File: src/rtl/sequence_generator.sv
// ============================================================================
// | Module   : sequence_generator                                            |
// | Purpose  : Serial bit-stream source. Serializes a loaded pattern         |
// |            MSB-first (bit len-1 first), one bit per clock, repeated a    |
// |            programmable number of times with idle gaps between frames.   |
// | Ports    : clk, rst      - clock, synchronous active-high reset          |
// |            start         - job request, sampled only while idle          |
// |            pat/len/reps/gap - job description, shadowed on accept        |
// |            o, o_valid    - serial bit and its qualifier                  |
// |            frame         - high with the last bit of every frame         |
// |            busy, done    - job in progress / one-cycle completion pulse  |
// | Revision : 1.0 - initial release                                         |
// ============================================================================
`default_nettype none

module sequence_generator #(
  parameter int   MAX_W    = 8,
  parameter int   LEN_W    = 4,
  parameter int   REP_W    = 4,
  parameter int   GAP_W    = 4,
  parameter logic IDLE_BIT = 1'b0
) (
  input  logic             clk,
  input  logic             rst,
  input  logic             start,
  input  logic [MAX_W-1:0] pat,
  input  logic [LEN_W-1:0] len,
  input  logic [REP_W-1:0] reps,
  input  logic [GAP_W-1:0] gap,
  output logic             o,
  output logic             o_valid,
  output logic             frame,
  output logic             busy,
  output logic             done
);

  typedef enum logic [1:0] {
    ST_IDLE  = 2'd0,
    ST_SHIFT = 2'd1,
    ST_GAP   = 2'd2,
    ST_DONE  = 2'd3
  } state_t;

  localparam logic [LEN_W-1:0] C_LEN_MAX = LEN_W'(MAX_W);
  localparam logic [LEN_W-1:0] C_LEN_ONE = LEN_W'(1);
  localparam logic [REP_W-1:0] C_REP_ONE = REP_W'(1);
  localparam logic [GAP_W-1:0] C_GAP_ONE = GAP_W'(1);

  state_t           state_q;
  logic [MAX_W-1:0] pat_q;
  logic [LEN_W-1:0] len_q;
  logic [LEN_W-1:0] bit_idx_q;
  logic [REP_W-1:0] frames_left_q;
  logic [GAP_W-1:0] gap_q;
  logic [GAP_W-1:0] gap_cnt_q;

  // Effective job parameters, loaded into the shadow registers on accept.
  logic [LEN_W-1:0] len_d;
  logic [REP_W-1:0] reps_d;

  assign len_d  = ((len == '0) || (len > C_LEN_MAX)) ? C_LEN_MAX : len;
  assign reps_d = (reps == '0) ? C_REP_ONE : reps;

  // Bit select through a shift so the index width need not match the
  // pattern's address width.
  function automatic logic pick(input logic [MAX_W-1:0] p,
                                input logic [LEN_W-1:0] idx);
    logic [MAX_W-1:0] s;
    s = p >> idx;
    return s[0];
  endfunction

  // Outputs are registered alongside the state: each transition loads the
  // output values belonging to the state being entered.
  always_ff @(posedge clk) begin
    if (rst) begin
      state_q       <= ST_IDLE;
      pat_q         <= '0;
      len_q         <= '0;
      bit_idx_q     <= '0;
      frames_left_q <= '0;
      gap_q         <= '0;
      gap_cnt_q     <= '0;
      o             <= IDLE_BIT;
      o_valid       <= 1'b0;
      frame         <= 1'b0;
      busy          <= 1'b0;
      done          <= 1'b0;
    end else begin
      done <= 1'b0;
      case (state_q)
        ST_IDLE: begin
          if (start) begin
            pat_q         <= pat;
            len_q         <= len_d;
            frames_left_q <= reps_d;
            gap_q         <= gap;
            bit_idx_q     <= len_d - C_LEN_ONE;
            o             <= pick(pat, len_d - C_LEN_ONE);
            o_valid       <= 1'b1;
            frame         <= (len_d == C_LEN_ONE);
            busy          <= 1'b1;
            state_q       <= ST_SHIFT;
          end
        end

        ST_SHIFT: begin
          if (bit_idx_q != '0) begin
            bit_idx_q <= bit_idx_q - C_LEN_ONE;
            o         <= pick(pat_q, bit_idx_q - C_LEN_ONE);
            frame     <= (bit_idx_q == C_LEN_ONE);
          end else if (frames_left_q > C_REP_ONE) begin
            frames_left_q <= frames_left_q - C_REP_ONE;
            if (gap_q != '0) begin
              gap_cnt_q <= gap_q;
              o         <= IDLE_BIT;
              o_valid   <= 1'b0;
              frame     <= 1'b0;
              state_q   <= ST_GAP;
            end else begin
              // Back-to-back: next frame's first bit follows immediately.
              bit_idx_q <= len_q - C_LEN_ONE;
              o         <= pick(pat_q, len_q - C_LEN_ONE);
              frame     <= (len_q == C_LEN_ONE);
            end
          end else begin
            o       <= IDLE_BIT;
            o_valid <= 1'b0;
            frame   <= 1'b0;
            done    <= 1'b1;
            state_q <= ST_DONE;
          end
        end

        ST_GAP: begin
          // gap_cnt_q holds the idle cycles remaining including this one.
          if (gap_cnt_q > C_GAP_ONE) begin
            gap_cnt_q <= gap_cnt_q - C_GAP_ONE;
          end else begin
            gap_cnt_q <= '0;
            bit_idx_q <= len_q - C_LEN_ONE;
            o         <= pick(pat_q, len_q - C_LEN_ONE);
            o_valid   <= 1'b1;
            frame     <= (len_q == C_LEN_ONE);
            state_q   <= ST_SHIFT;
          end
        end

        ST_DONE: begin
          // start is deliberately not sampled here.
          busy    <= 1'b0;
          state_q <= ST_IDLE;
        end

        default: begin
          state_q <= ST_IDLE;
        end
      endcase
    end
  end

endmodule

`default_nettype wire
File: config.mk
export PLATFORM = sky130hd
export DESIGN_NAME = sequence_generator
export DESIGN_NICKNAME = d
export VERILOG_FILES = /design/src/rtl/sequence_generator.sv
export SDC_FILE = /design/constraint.sdc
export NUM_CORES = 1
export LEC_CHECK = 0
export ABC_AREA = 1
export BUFFER_PORTS_ARGS = -buffer_cell sky130_fd_sc_hd__buf_2
export CORE_MARGIN = 8
export CORE_UTILIZATION = 58
export DETAILED_ROUTE_END_ITERATION = 7
export GPL_TIMING_DRIVEN = 1
export PLACE_DENSITY = 0.8
export SYNTH_ARGS = -nofsm -noshare
export SYNTH_HDL_FRONTEND = slang
export SYNTH_SLANG_ARGS = --single-unit
File: constraint.sdc
create_clock -name clk -period 1.65 [get_ports clk]
set_input_delay 0.33 -clock clk [delete_from_list [all_inputs] [get_ports clk]]
set_output_delay 0.33 -clock clk [all_outputs]
set_load 0.005 [all_outputs]
==> run metrics, run 1 <==
Core Region=3689 um2; Pins Over Slew Limit=0; total vias in the final route=2,330; Seq/Total Area, Yosys=31.23%; setup repair after global routing missed its margin=yes; #FFs+latches synth=35; clock slew at reported path FFs=~70 ps; DR iter-0 viols=155; Final setup viols=2; hold buffer count at CTS=0; DP HPWL=4133 um; WP data arrival=approximately 1900 ps; DRT Wirelength=5891 um; CTS max path bufs=2; leakage power=1.250 nW; Required @ worst endpoint=1830 ps; # rows=22; maxcap violations=0; ys flop type=dfxtp_1; Post-Syn Area=2243 um2; GR Util All Layers=18.92%; gate count after technology mapping=325; I/O Buffers=27; routed vias/inst=~5.5; commonest non-fill, non-tap cell in the layout=nand2_1; status=finished with violations; final setup margin=-18.56 ps; Gate power share=60.4%; worst skew pair latency=300 ps; Crit Path Class=register to register; gpl congestion=0.8680; R2R Setup Slk=-20 ps; class of the worst hold path=primary input to register; Synth async-reset ratio=0%; DR DRC count=0; slew of the pin with the lowest slew margin=342.9 ps; Inserted Diodes=0; P_int=2.715 mW; Sink Count=35; worst hold stages=3; GR Overflow Total=0; die area=6114 um2; # fillers=roughly 310; number of global-route vias before repair=2,203; antenna violations before repair=0; Post-Syn Nets=363; drt wl/cell=14.03 um; I/O Pins=28; yosys warns=0; clock share of power=12.1%; first-pass GRT wire length=9660 um; dpl cell area=2491 um2; maximum vdd ir drop=1583 uV; cell area after layout=between 2000 and 3000 um2; NumNets Final=between 400 and 500; CTS tree=done; Multi-input gate area=about 1400 um2; PD cells=1853 nW/um2; P&R area growth vs syn=22.64%; Worst Skew=6.859 ps; Flop pwr share=27.4%; Critical Path Fanout Max=7; H-tree levels=2; Crit. End Element=register; Die H=78.19 um; Die X=78.19 um; failing checks=setup timing; largest net degree at the start of global routing=23; most frequent cells in the layout=nand2_1, inv_1, dfxtp_1; Post-synth EDFFs=0; Root Driver=clkbuf_8; fin crit period=~1700 ps; switching share of power=46.75%; FF/Latch Area=710.7 um2; CTS buffer count=5; worst hold slack=293.6 ps; post-synthesis cell type count=31; Mean Syn Cell Area=6.903 um2; net switching power=roughly 2.4 mW; Hold Fails Final Rpt=0; initial core utilization=60.82%; post-route ant nets=0; layout cells sized above 1=29.30%; Slew headroom=roughly 77%; R2R depth=11; Detailed Routing Iterations Pass 1=5; crit start category=register; Max Fclk=599.3 MHz; fin crit share=101.1%
critical path: stages, from the launching register on:
cell,delay (ps)
dfxtp_4,370
inv_4,70
ha_4,140
nor2_4,30
nor3_2,160
nor2_2,70
nor2_4,170
nand2_4,80
nor2_4,200
o21ai_1,90
nor2_1,120
nor2_1,50
kinds of logic after synthesis:
kind of cell             Yosys count  synth area share (%)
AO/OA/AOI/OAI                     79                 19.86
flip-flops                        35                 31.23
XOR/XNOR                           6                 2.343
adder cells (fa/ha/maj)           15                 8.366
AND/OR/NAND/NOR                  136                 28.83
buffers and inverters             54                 9.370
sequential cells by signal, indices dropped and copies added (netlist names), 2 cells and up:
name	cells
len_q	4
frames_left_q	4
pat_q	8
gap_q	4
bit_idx_q	4
gap_cnt_q	4
state_q	2
layout make-up:
| type | instances | area share [%] |
|---|---|---|
| clock inverter | 1 | 0.1819 |
| sequential | 35 | 25.83 |
| tap | 48 | 2.183 |
| clock buffer | 7 | 2.774 |
| timing repair buffer | 47 | 10.37 |
| inverter | 46 | 6.457 |
| multi-input combinational | 236 | 52.21 |
cell usage after synthesis, types with 6 or more instances:
master,count,area share (%)
nand3_1,23,5.1
o21ai_0,29,6.5
clkbuf_1,6,1.0
dfxtp_1,35,31
ha_1,15,8.4
nand2_1,58,9.7
nor2_1,28,4.7
a211oi_1,9,3.0
a21oi_1,26,5.8
inv_1,38,6.4
nand2_2,10,2.8
inv_2,8,1.3
repair_timing:
action                                  CTS  global route
pin swaps                                 2            10
gates cloned                              0             0
setup buffers                             2             6
gates resized for setup                   4            30
endpoints found under the setup margin    7            16
power groups by stage:
stage                     clock network (mW)  logic [mW]  registers, mW
after detailed placement                   0        2.61           1.36
after global routing                   0.651        3.44           1.42
after floorplan                            0        2.03           1.33
after global placement                     0        2.57           1.35
final                                  0.617        3.08           1.40
after CTS                              0.616        2.69           1.35
per-stage QoR:
| stage | total power, mW | util (%) | TNS, ps | instances | worst slack, ps |
|---|---|---|---|---|---|
| finish | 5.098 | 74.59 | -19.15 | 420 | -18.56 |
| global route | 5.512 | 74.59 | -445.1 | 420 | -102.6 |
| CTS | 4.657 | 70.25 | 0 | 414 | 3.693 |
| detailed placement | 3.975 | 67.54 | -34.77 | 404 | -31.15 |
| global placement | 3.923 | 67.54 | 0 | 404 | 15.10 |
| floorplan | 3.360 | - | 0 | 325 | 134.4 |
layer usage:
metal  part of all wire, %  GRT usage, %
met1                    46         23.24
met2                    46         30.16
met3                   6.2         4.670
met4                   2.4         9.259
met5                     0             0
worst paths after layout:
check	startpoint	endpoint
max	gap_cnt_q[0]	bit_idx_q[2]
min	gap[3]	gap_q[3]
max reg2reg	gap_cnt_q[0]	bit_idx_q[2]
min reg2reg	o_valid	o_valid
Power figures use the tool's default switching activity.
==> inputs of run 2 (changes only) <==
- CELL_PAD_IN_SITES_DETAIL_PLACEMENT: unset -> 1
- CELL_PAD_IN_SITES_GLOBAL_PLACEMENT: unset -> 2
- CORE_UTILIZATION: 58 -> 32
- PLACE_DENSITY: 0.8 -> 0.79
==> run metrics, run 2 (synthesized netlist as in run 1, its figures left out) <==
dpl cell area=2634 um2; total vias in the final route=2,278; largest net degree at the start of global routing=23; I/O Pins=28; class of the worst hold path=primary input to register; cell area after layout=approximately 2800 um2; Die H=roughly 100 um; worst skew pair latency=290 ps; Final setup viols=0; first-pass GRT wire length=11,670 um; Die X=approximately 100 um; number of global-route vias before repair=roughly 2,500; GRT Max-Usage Layer=met2; post-route ant nets=0; slew of the pin with the lowest slew margin=688.9 ps; # fillers=around 900; Core Region=about 6800 um2; Required @ worst endpoint=1830 ps; gpl congestion=0.8109; antenna violations before repair=0; Biggest register=pat_q; Inserted Diodes=0; initial core utilization=33.02%; GR Overflow Total=0; Worst Skew=12.40 ps; Total Power=approximately 5.3 mW; final design utilization=41.90%; final setup margin=between 50 and 60 ps; Root Driver=clkbuf_8; I/O Buffers=27; drt wl/cell=14.82 um; WP data arrival=1780 ps; met1 usage=18.43%; fin crit share=96.84%; GR Util All Layers=14.40%; NumNets Final=415; crit start category=register; Detailed Routing Iterations Pass 1=4; met2 Use GR=between 20% and 30%; Crit. End Element=register; CTS tree=done; DR DRC count=0; P&R area growth vs syn=26.88%; met3 Use GR=approximately 2.7%; Hold Fails Final Rpt=0; leakage power=1.277 nW; Slew headroom=54.02%; fin crit period=1598 ps; Critical Path Fanout Max=7; # rows=30; layout cells sized above 1=a little under a third; DP HPWL=5281 um; max FFs per register=8; routed vias/inst=4.826; DR iter-0 viols=70; CTS buffer count=5; clock slew at reported path FFs=70 ps; Sink Count=35; pre-CTS setup slack=-36.28 ps; setup repair after global routing missed its margin=yes; hold buffer count at CTS=0; die area=between 9000 and 10,000 um2; status=finished, final reports clean; Crit Path Class=register to register; Pins Over Slew Limit=0; H-tree levels=2; PD cells=1846 nW/um2; Max Fclk=between 600 and 700 MHz; maximum vdd ir drop=612.6 uV; commonest non-fill, non-tap cell in the layout=nand2_1; Final TNS setup=0 ps; maxcap violations=0; DRT Wirelength=roughly 7000 um; most frequent cells in the layout=nand2_1, inv_1, dfxtp_1; CTS max path bufs=2
-- run 2: power breakdown --
| part | leakage, nW | internal, mW | total, mW | switching (mW) |
|---|---|---|---|---|
| clock | 0.0361 | 0.281 | 0.616 | 0.335 |
| combinational | 0.950 | 1.36 | 3.27 | 1.92 |
| sequential | 0.291 | 1.14 | 1.37 | 0.225 |
-- run 2: timing repair --
item / CTS / global route
resized for setup: 9 / 24
setup endpoints to repair: 8 / 22
setup buffers: 1 / 2
pin swaps: 3 / 12
-- run 2: per-layer routing --
| layer | share of wire, % | up-vias |
|---|---|---|
| li1 | - | 1168 |
| met1 | 49 | 1068 |
| met2 | 47 | 34 |
| met3 | 2.3 | 8 |
| met4 | 1.3 | 0 |
| met5 | 0 | - |
-- run 2: final timing paths --
path,endpoint,cells after the start,start,slack [ps]
worst max-delay path,bit_idx_q[2],11,gap_cnt_q[1],50
worst min register to register,pat_q[3],2,pat_q[3],480
worst min-delay path,gap_q[3],3,gap[3],300
worst max register to register,bit_idx_q[2],11,gap_cnt_q[1],50
-- run 2: stage by stage --
step | hold WS [ps] | std cells
detailed placement | 471.4 | 463
finish | 301.1 | 472
CTS | 298.3 | 470
global placement | 458.8 | 463
floorplan | 407.7 | 325
global route | 311.5 | 472
-- run 2: layout make-up --
type / count / area, um2 / share of cell area, %
tap: 96 / 120.1 / 4.220
clock inverter: 1 / 7.507 / 0.2637
inverter: 46 / 175.2 / 6.154
timing repair buffer: 53 / 334.1 / 11.74
multi-input combinational: 236 / 1434 / 50.37
sequential: 35 / 706.9 / 24.84
clock buffer: 5 / 68.82 / 2.418
-- run 2: worst max-delay path, cell delays in order, from the launching register on --
cell and delay (ps):
dfxtp_1 310, inv_2 100, ha_1 150, nor2_1 40, nor3_2 140, nor2_2 90, nor2_4 140, nand2_4 70
nor2_4 180, o21ai_1 100, nor2_1 120, nor2_1 40
==> inputs of run 3 (changes only) <==
- CORE_UTILIZATION: 32 -> 29
- PLACE_DENSITY: 0.79 -> 0.75
- clock period: 1.65 -> 1.35 ns (I/O delays scaled with it)
==> run metrics, run 3 (synthesized netlist as in run 1, its figures left out) <==
drt wl/cell=16.41 um; slew of the pin with the lowest slew margin=~360 ps; H-tree levels=2; class of the worst hold path=primary input to register; Critical Path Fanout Max=4; DP HPWL=~5700 um; P&R area growth vs syn=64.81%; most frequent cells in the layout=buf_4, nand2_1, inv_1; # rows=32; Max Fclk=636.2 MHz; commonest non-fill, non-tap cell in the layout=buf_4; worst hold slack=185.0 ps; fin crit share=116.4%; I/O Pins=28; max FFs per register=8; total vias in the final route=2,551; clock slew at reported path FFs=80 ps; Required @ worst endpoint=1580 ps; routed vias/inst=4.831; final setup margin=-221.7 ps; GR Util All Layers=15.66%; Final setup viols=17; die area=10,810 um2; GR Overflow Total=0; dpl cell area=3004 um2; Crit. End Element=register; # fillers=about 950; WP data arrival=1800 ps; antenna violations before repair=0; Die H=between 100 and 150 um; number of global-route vias before repair=roughly 2,800; Worst Skew=just over 9 ps; Die X=104.0 um; NumNets Final=463; Crit-path slowest cell=dfxtp_4; crit start category=register; layout cells sized above 1=48.36%; CTS buffer count=5; DR DRC count=0; failing checks=setup timing; maxcap violations=0; PD cells=2412 nW/um2; DR iter-0 viols=roughly 110; DRT Wirelength=roughly 8700 um; met3 Use GR=2.664%; Core Region=7607 um2; first-pass GRT wire length=13,910 um; worst skew pair latency=300 ps; met2 Use GR=27.54%; Biggest register=pat_q; hold buffer count at CTS=0; maximum vdd ir drop=755.3 uV; post-route ant nets=0; initial core utilization=29.49%; cell area after layout=3697 um2; gpl congestion=approximately 0.75; Root Driver=clkbuf_8; GRT Max-Usage Layer=met2; Multi-input gate area=approximately 1700 um2; leakage power=1.630 nW; pre-CTS setup slack=-254.4 ps; FF/Latch Area=728.2 um2; Crit Path Class=register to register; CTS tree=done; fin crit period=1572 ps; Sink Count=35; critical-path cell list=inv_4, ha_4, nor2_2, nor3_2, nor2_2, nor2_4, nand2_4, nor2_4, buf_6, inv_2, nand2_2, a21oi_2; Inserted Diodes=0; Slew headroom=between 70% and 80%; Hold Fails Final Rpt=0; setup repair after global routing missed its margin=yes; Pins Over Slew Limit=0; met1 usage=18.51%; largest net degree at the start of global routing=23; status=finished with violations; CTS max path bufs=2; largest stage delay on the critical path=~390 ps; Detailed Routing Iterations Pass 1=4; I/O Buffers=27
run 3: what timing repair did:
action	CTS	global route
gates resized for setup	72	43
gates cloned	1	1
pin swaps	16	3
setup endpoints to repair	35	27
setup buffers	9	6
run 3: final cells by class:
class | instances | area share (%)
tap | 102 | 3.452
multi-input combinational | 236 | 46.09
clock buffer | 7 | 2.910
clock inverter | 1 | 0.1354
sequential | 35 | 19.70
timing repair buffer | 101 | 22.03
inverter | 46 | 5.685
run 3: per-stage QoR:
| step | utilization [%] | instances | setup TNS [ps] | power, mW |
|---|---|---|---|---|
| 2_1_floorplan | - | 325 | -102.7 | 4.321 |
| 3_3_place_gp | 39.49 | 503 | -2675 | 6.048 |
| 3_5_place_dp | 39.49 | 503 | -3526 | 6.171 |
| 4_1_cts | 45.72 | 521 | -1488 | 8.168 |
| 5_1_grt | 48.60 | 528 | -3919 | 9.552 |
| 6_report | 48.60 | 528 | -2460 | 8.919 |
run 3: power by group:
part / switching [mW] / leakage, nW / internal (mW)
registers: 0.350 / 0.295 / 1.43
logic: 3.20 / 1.28 / 2.98
clock network: 0.438 / 0.0594 / 0.524
total: 3.99 / 1.63 / 4.93
run 3: metal layers:
metal,part of all wire (%),vias to the layer above,routed length (um)
met5,0,-,0
met4,3.1,0,266
met3,2.5,21,220
met2,50,46,4360
met1,44,1213,3819
li1,-,1271,-
run 3: worst paths after layout:
check	from	endpoint	slack, ps	depth (start not counted)
hold / removal	rst	bit_idx_q[0]	190	2
hold reg to reg	pat_q[2]	pat_q[2]	480	2
setup / recovery	gap_cnt_q[0]	bit_idx_q[0]	-220	12
setup reg to reg	gap_cnt_q[0]	bit_idx_q[0]	-220	12
run 3: critical path, delay by kind of cell (launching register included):
kind,cells,cell delay (ps)
AND/OR/NAND/NOR,7,600
AO/OA/AOI/OAI,1,130
buffers and inverters,3,230
adder cells (fa/ha/maj),1,150
flip-flops,1,390
